## src/rtl/multicycle_control_fsm.sv

```systemverilog
`default_nettype none
// ============================================================================
//  Module      : multicycle_control_fsm
//  Description : Moore control sequencer for a multicycle MIPS datapath.
//                Steps each instruction through fetch/decode/execute/memory/
//                writeback, drives mux selects and write strobes, and
//                stretches memory cycles with the MemReady handshake.
//                Optional macro MC_CTRL_PERF_EN adds cycle and retired-
//                instruction counters (CycleCount, InstrCount).
//  Revision    : 1.0 - initial release
// ============================================================================
module multicycle_control_fsm (
    input  logic        CLK,
    input  logic        RST,
    input  logic [5:0]  Opcode,
    input  logic        Zero,
    input  logic        MemReady,
    output logic        IorD,
    output logic        MemWrite,
    output logic        IRWrite,
    output logic        RegDst,
    output logic        MemtoReg,
    output logic        RegWrite,
    output logic        ALUSrcA,
    output logic [1:0]  ALUSrcB,
    output logic [1:0]  ALUOp,
    output logic [1:0]  PCSrc,
    output logic        PCEn,
    output logic        IllegalOp
`ifdef MC_CTRL_PERF_EN
    ,
    output logic [31:0] CycleCount,
    output logic [31:0] InstrCount
`endif
);

    // State encoding (4-bit binary)
    localparam logic [3:0] c_ST_FETCH   = 4'd0;
    localparam logic [3:0] c_ST_DECODE  = 4'd1;
    localparam logic [3:0] c_ST_MEMADR  = 4'd2;
    localparam logic [3:0] c_ST_MEMRD   = 4'd3;
    localparam logic [3:0] c_ST_MEMWB   = 4'd4;
    localparam logic [3:0] c_ST_MEMWR   = 4'd5;
    localparam logic [3:0] c_ST_EXECUTE = 4'd6;
    localparam logic [3:0] c_ST_ALUWB   = 4'd7;
    localparam logic [3:0] c_ST_ADDIEX  = 4'd8;
    localparam logic [3:0] c_ST_ADDIWB  = 4'd9;
    localparam logic [3:0] c_ST_BRANCH  = 4'd10;
    localparam logic [3:0] c_ST_JUMP    = 4'd11;

    // Supported opcodes
    localparam logic [5:0] c_OP_RTYPE = 6'b000000;
    localparam logic [5:0] c_OP_LW    = 6'b100011;
    localparam logic [5:0] c_OP_SW    = 6'b101011;
    localparam logic [5:0] c_OP_ADDI  = 6'b001000;
    localparam logic [5:0] c_OP_BEQ   = 6'b000100;
    localparam logic [5:0] c_OP_J     = 6'b000010;

    logic [3:0] r_state;
    logic [3:0] w_next_state;

    // Raw (ungated) strobes and internal PC controls
    logic       w_iord;
    logic       w_memwrite;
    logic       w_irwrite;
    logic       w_regdst;
    logic       w_memtoreg;
    logic       w_regwrite;
    logic       w_alusrca;
    logic [1:0] w_alusrcb;
    logic [1:0] w_aluop;
    logic [1:0] w_pcsrc;
    logic       w_pc_write;
    logic       w_branch;
    logic       w_illegal;

    // State register; the only storage in the sequencer proper
    always_ff @(posedge CLK or posedge RST) begin
        if (RST) begin
            r_state <= c_ST_FETCH;
        end else begin
            r_state <= w_next_state;
        end
    end

    // Per-state output decode and next-state selection
    always_comb begin
        w_iord       = 1'b0;
        w_memwrite   = 1'b0;
        w_irwrite    = 1'b0;
        w_regdst     = 1'b0;
        w_memtoreg   = 1'b0;
        w_regwrite   = 1'b0;
        w_alusrca    = 1'b0;
        w_alusrcb    = 2'b00;
        w_aluop      = 2'b00;
        w_pcsrc      = 2'b00;
        w_pc_write   = 1'b0;
        w_branch     = 1'b0;
        w_illegal    = 1'b0;
        w_next_state = c_ST_FETCH;

        case (r_state)
            c_ST_FETCH: begin
                // PC+4 through the ALU; IR and PC load when memory delivers
                w_alusrcb    = 2'b01;
                w_irwrite    = MemReady;
                w_pc_write   = MemReady;
                w_next_state = MemReady ? c_ST_DECODE : c_ST_FETCH;
            end
            c_ST_DECODE: begin
                // Precompute branch target while the opcode is decoded
                w_alusrcb = 2'b11;
                case (Opcode)
                    c_OP_LW,
                    c_OP_SW:    w_next_state = c_ST_MEMADR;
                    c_OP_RTYPE: w_next_state = c_ST_EXECUTE;
                    c_OP_ADDI:  w_next_state = c_ST_ADDIEX;
                    c_OP_BEQ:   w_next_state = c_ST_BRANCH;
                    c_OP_J:     w_next_state = c_ST_JUMP;
                    default: begin
                        w_illegal    = 1'b1;
                        w_next_state = c_ST_FETCH;
                    end
                endcase
            end
            c_ST_MEMADR: begin
                w_alusrca    = 1'b1;
                w_alusrcb    = 2'b10;
                w_next_state = (Opcode == c_OP_SW) ? c_ST_MEMWR : c_ST_MEMRD;
            end
            c_ST_MEMRD: begin
                w_iord       = 1'b1;
                w_next_state = MemReady ? c_ST_MEMWB : c_ST_MEMRD;
            end
            c_ST_MEMWB: begin
                w_memtoreg = 1'b1;
                w_regwrite = 1'b1;
            end
            c_ST_MEMWR: begin
                // Write strobe is held for every wait cycle
                w_iord       = 1'b1;
                w_memwrite   = 1'b1;
                w_next_state = MemReady ? c_ST_FETCH : c_ST_MEMWR;
            end
            c_ST_EXECUTE: begin
                w_alusrca    = 1'b1;
                w_aluop      = 2'b10;
                w_next_state = c_ST_ALUWB;
            end
            c_ST_ALUWB: begin
                w_regdst   = 1'b1;
                w_regwrite = 1'b1;
            end
            c_ST_ADDIEX: begin
                w_alusrca    = 1'b1;
                w_alusrcb    = 2'b10;
                w_next_state = c_ST_ADDIWB;
            end
            c_ST_ADDIWB: begin
                w_regwrite = 1'b1;
            end
            c_ST_BRANCH: begin
                w_alusrca = 1'b1;
                w_aluop   = 2'b01;
                w_pcsrc   = 2'b01;
                w_branch  = 1'b1;
            end
            c_ST_JUMP: begin
                w_pcsrc    = 2'b10;
                w_pc_write = 1'b1;
            end
            default: begin
                // Unused encodings fall back to FETCH with everything idle
                w_next_state = c_ST_FETCH;
            end
        endcase
    end

    // Selects come straight from state (reset already forces FETCH);
    // strobes are additionally masked while reset is held.
    assign IorD      = w_iord;
    assign RegDst    = w_regdst;
    assign MemtoReg  = w_memtoreg;
    assign ALUSrcA   = w_alusrca;
    assign ALUSrcB   = w_alusrcb;
    assign ALUOp     = w_aluop;
    assign PCSrc     = w_pcsrc;
    assign MemWrite  = w_memwrite & ~RST;
    assign IRWrite   = w_irwrite  & ~RST;
    assign RegWrite  = w_regwrite & ~RST;
    assign IllegalOp = w_illegal  & ~RST;
    assign PCEn      = (w_pc_write | (w_branch & Zero)) & ~RST;

`ifdef MC_CTRL_PERF_EN
    logic        w_retire;
    logic [31:0] r_cycle_count;
    logic [31:0] r_instr_count;

    // An instruction retires on any transition back to FETCH except the
    // illegal-opcode path out of DECODE.
    assign w_retire = (r_state == c_ST_MEMWB)  ||
                      (r_state == c_ST_ALUWB)  ||
                      (r_state == c_ST_ADDIWB) ||
                      (r_state == c_ST_BRANCH) ||
                      (r_state == c_ST_JUMP)   ||
                      ((r_state == c_ST_MEMWR) && MemReady);

    // Free-running cycle and retired-instruction counters, wrapping at 2^32
    always_ff @(posedge CLK or posedge RST) begin
        if (RST) begin
            r_cycle_count <= 32'd0;
            r_instr_count <= 32'd0;
        end else begin
            r_cycle_count <= r_cycle_count + 32'd1;
            if (w_retire) begin
                r_instr_count <= r_instr_count + 32'd1;
            end
        end
    end

    assign CycleCount = r_cycle_count;
    assign InstrCount = r_instr_count;
`endif

endmodule
`default_nettype wire
```

## config.mk

```make
export PLATFORM = sky130hd
export DESIGN_NAME = multicycle_control_fsm
export DESIGN_NICKNAME = d
export VERILOG_FILES = /design/src/rtl/multicycle_control_fsm.sv
export SDC_FILE = /design/constraint.sdc
export NUM_CORES = 1
export LEC_CHECK = 0
export CAP_MARGIN = 20
export CORE_AREA = 2 2 39 41
export CTS_CLUSTER_SIZE = 12
export DETAILED_ROUTE_END_ITERATION = 16
export DIE_AREA = 0 0 41 43
export MAX_ROUTING_LAYER = met4
export PLACE_DENSITY = 0.78
export RECOVER_POWER = 25
export SLEW_MARGIN = 15
export SYNTH_ARGS = -nofsm -noshare
export SYNTH_HDL_FRONTEND = slang
export SYNTH_SLANG_ARGS = --single-unit
```

## constraint.sdc

```tcl
create_clock -name CLK -period 5.1 [get_ports CLK]
set_clock_uncertainty 0.15 [all_clocks]
set_input_delay 1.02 -clock CLK [delete_from_list [all_inputs] [get_ports CLK]]
set_output_delay 1.02 -clock CLK [all_outputs]
set_load 0.02 [all_outputs]
```

# ---- Word level (Yosys, flattened, before mapping)
# Cells that the tools add are included.
dict set report op_classes {
  n_reduce_logical 8
  muxes 20
  n_eq_ne 16
  bitwise 8
}
# cell count
set op_table {}
lappend op_table {{$pmux W4 S7} 1}
lappend op_table {{$pmux W4 S5} 1}
lappend op_table {{$eq A4 B3 Y1 const B} 4}
lappend op_table {{$eq A4 B4 Y1 const B} 4}
lappend op_table {{$eq A6 B6 Y1 const B} 2}
lappend op_table {{$mux W1} 11}
lappend op_table {{$mux W3} 3}
lappend op_table {{$eq A4 B2 Y1 const B} 2}
lappend op_table {{$pmux W2 S2} 2}
lappend op_table {{$and A1 B1 Y1} 6}
lappend op_table {{$eq A6 B2 Y1 const B} 1}
lappend op_table {{$eq A6 B3 Y1 const B} 1}
lappend op_table {{$eq A6 B4 Y1 const B} 1}
lappend op_table {{$logic_not A6 Y1} 1}
lappend op_table {{$pmux W2 S3} 1}
lappend op_table {{$reduce_or A2 Y1} 3}
lappend op_table {{$reduce_or A6 Y1} 1}
lappend op_table {{$eq A4 B1 Y1 const B} 1}
lappend op_table {{$logic_not A4 Y1} 1}
lappend op_table {{$reduce_or A4 Y1} 1}
lappend op_table {{$reduce_or A3 Y1} 1}
lappend op_table {{$pmux W1 S2} 1}
lappend op_table {{$not A1 Y1} 1}
lappend op_table {{$or A1 B1 Y1} 1}
dict set report totals {
  inputBits 10
  out_inout_bits 15
  ff_bits 4
  elab_cells 53
}

# ---- Longest topological paths before layout
dict set report logic_depth {
  depth_word 5
  ltp_mapped 5
  ltp_nobuf 4
}

# ---- Worst setup path after synthesis
# OpenSTA, ideal clock, no wires.
dict set report synth_timing {
  path_kind {input to output}
  start {in Opcode[0]}
  end {out IllegalOp}
  path_slack_ps 1962
  arrival_time_ps 1968
  n_path_buf 0
  required_time_ps 3930
  path_stages 4
  cell_sequence {or3_1 -> nor4_1 -> nor2_1 -> and4_1}
}
dict set report synth_between {
  elab_chain_len 5
  elab_cells_between_ends 10
  cone_classes {5 x eq/ne; 2 x mux; 1 x bitwise; 2 x reduce/logical}
}
# element line_no
set synth_rtl {}
lappend synth_rtl {{start: declaration} 15} ;# input logic [5:0] Opcode,
lappend synth_rtl {{$eq A6 B6 Y1 (tied with other cells)} 114} ;# case (Opcode)
lappend synth_rtl {{$reduce_or A6 Y1 (no line) (*)} n/a}
lappend synth_rtl {{$mux W1 (*)} 114}
lappend synth_rtl {{$mux W1 (*)} 103} ;# case (r_state)
lappend synth_rtl {{$and A1 B1 Y1 (*)} 192} ;# assign IllegalOp = w_illegal & ~RST;
lappend synth_rtl {{end: declaration} 29} ;# output logic IllegalOp
# Mark *: on every way between the ends. The rest lies on a longest branch, timed or not.

# ---- Final worst setup path
dict set report layout_timing {
  start {in Opcode[3]}
  end {out IllegalOp}
}
# Same word-level chain as after synthesis.

==> impl_metrics.ini <==
[global_routing]
track_usage = 0.183
grt_pass1_wl_um = 2200
overflow = 0
antenna_found_initial = 0
grt_max_degree = 17
grt_pass1_vias = 540

[yosys]
synth_area_per_cell_um2 = 6.89
postSynthCellCount = 77
synth_top_area_share = 0.189
synth_cell_type_count = 34
yosys.area.top_type = dfrtp_1
synth_nets = 87
synthesis.area_um2 = 531
synth_seq_cells = 4
synth_area_leaders = dfrtp_1 19%, nor3_1 9.4%, nor2_1 9.2%, nand2b_1 5.9%, buf_2 3.8%
synth-seq-area-share = 0.189
yosysWarnings = 0

[critical_path]
crit_type = in2out
worst_path_max_delay_cell = clkdlybuf4s50_1
cp_num_buf_inv = 2
cp_top_family = buffers and inverters
crit_required_ns = 3.93
cp-end-kind = output pin
max_stage_delay_ns = 0.53
critPathLaunchType = primary input
crit_top_cell = clkdlybuf4s50_1
crit_fanout = 4
critical_path_arrival_ns = 2.96
worstPathCellList = clkdlybuf4s50_1, or3_1, nor4_1, nor2_1, and4_1, clkdlybuf4s50_1

[cts]
cts_buffers = 3
post_cts_resized = 0
clk_pin_slew_worst_paths_ns = 0.04
root_buffer = clkbuf_4
post_cts_buffers = 0
clk_latency_ns = 0.24
cts_tree = yes
cts_sinks = 4
hold_buffers = 0
cts_buffer_depth = 2
htreeDepth = 1

[timing]
worstMarginPinSlew_ns = 0.508
rsz0062_at_grt = false
slew_viol_final = 0
fin_crit_sh = 0.809
hold_viol_final = 0
setup_viol = 0
period_needed_ns = 4.13
clock.fmax_mhz = 242
layout_setup_ws_ns = 0.974
max_slew_margin = 0.662
setup_tns_ns = 0

[placed_design]
dpl.hpwl_um = 1020
io_buffers = 24
dp_cells = 111
gp_congestion = 0.920
preCtsSetupSlack_ns = 0.982

[final_layout]
multi_input_area_um2 = 399
top_register = r_state
num_antenna_cells = 0
seq_area_um2 = 100
fin_nets = 110
fin_cells = 114
largestRegisters = r_state: 4 flops
drive_gt1_frac = 0.0510
fillerInstances = 144
largest_register_ffs = 4
syn_to_final_growth_pct = 48.1

[detailed_routing]
drc = 0
wl_um = 1400
drt-initial-drc-count = 16
viasPerCell = 5.61
vias = 640
antenna_left = 0
wl_per_cell_um = 12.2
dr.pass1.iters = 4

[die]
die_x_um = 41
core-area_um2 = 1380
fp.dieH_um = 43
initial_core_util = 0.383
die_area_um2 = 1760
io_pins = 25
num_rows = 14

[hold_path]
hp-class = reg2reg

[flow_run]
maxCapViolCount = 0

[power_and_ir_drop]
vdd_drop_max_mv = 0.279
powerDensity_nw_per_um2 = 446
cellLeakagePower_nw = 0.274

[status]
status = completed
[layer usage]
layer  wire length, µm  vias up  global-route usage  part of all wire
li1                  -      326                   -                 -
met1               643      284               0.228              0.46
met2               622       28               0.269              0.45
met3               115        2              0.0628             0.082
met4                16        0              0.0600             0.011
met5                 0        -                   -                 0
[final cells by class]
class	count	area share
clock buffers	3	0.0287
inverters	1	0.00478
multi-input cells	66	0.508
flip-flops and latches	4	0.127
well taps	16	0.0255
repair buffers	24	0.306
[metrics by stage]
stage	utilization	power, mW	hold slack (ns)	area, µm²
after floorplan	-	0.232	0.442	531
after global placement	0.552	0.311	0.680	763
after detailed placement	0.552	0.312	0.673	763
after CTS	0.568	0.353	0.677	786
after global routing	0.568	0.385	0.767	786
final	0.568	0.351	0.717	786
[cells in the mapped netlist]
| cell | number |
|---|---|
| or4b_2 | 1 |
| o22a_1 | 1 |
| xor2_1 | 1 |
| o22ai_1 | 1 |
| and3_1 | 1 |
| a31oi_1 | 1 |
| a211oi_2 | 1 |
| o221ai_1 | 1 |
| dfrtp_1 | 4 |
| nor3_1 | 10 |
| xnor2_1 | 1 |
| nand2b_1 | 5 |
| buf_2 | 4 |
| nor2b_1 | 2 |
| and2_1 | 1 |
| a21oi_1 | 3 |
| a211oi_1 | 1 |
| o21a_1 | 1 |
| nor2_1 | 13 |
| o211ai_1 | 2 |
| inv_1 | 1 |
| nand3_1 | 2 |
| or3_1 | 2 |
| clkbuf_1 | 2 |
| a221o_1 | 1 |
| nor3b_1 | 2 |
| o21ai_0 | 4 |
| or2_1 | 1 |
| or3b_1 | 1 |
| mux2i_1 | 2 |
| and4_1 | 1 |
| and2b_1 | 1 |
| nand2_1 | 1 |
| nor4_1 | 1 |
[logic make-up (layout without fill, tap and decap cells)]
| group | count (synthesis) | count (layout) | share of synthesized area |
|---|---|---|---|
| XOR/XNOR | 2 | 2 | 0.0330 |
| AND/OR/NAND/NOR | 45 | 45 | 0.460 |
| flip-flops | 4 | 4 | 0.189 |
| buffers and inverters | 7 | 28 | 0.0590 |
| AO/OA/AOI/OAI | 17 | 17 | 0.222 |
| multiplexers | 2 | 2 | 0.0377 |
[final timing paths]
path / slack (ns) / cells past startpoint / startpoint / end
min in group asynchronous: 1.07 / 2 / RST / r_state[1]
max: 0.97 / 6 / Opcode[3] / IllegalOp
max reg2reg: 3.34 / 4 / r_state[2] / r_state[1]
max in group asynchronous: 3.52 / 2 / RST / r_state[2]
min reg2reg: 0.72 / 1 / r_state[3] / r_state[0]
min: 0.72 / 1 / r_state[3] / r_state[0]
[layout by cell type, fill, tap and decap left out, drive strengths merged, types with 3 or more instances in the layout]
master,synthesis,layout
nor2,13,13
nor3,10,10
dfrtp,4,4
o21ai,4,4
clkbuf,2,3
a21oi,3,3
clkdlybuf4s50,0,22
nand2b,5,5
[power by group]
part | switching [mW] | leakage [nW] | total (mW) | internal [mW]
registers | 0.0393 | 0.0536 | 0.0813 | 0.0420
logic | 0.115 | 0.206 | 0.230 | 0.115
clock network | 0.0127 | 0.0138 | 0.0390 | 0.0263
total | 0.167 | 0.274 | 0.351 | 0.184
Note: power is estimated with default switching activity, not from simulation.
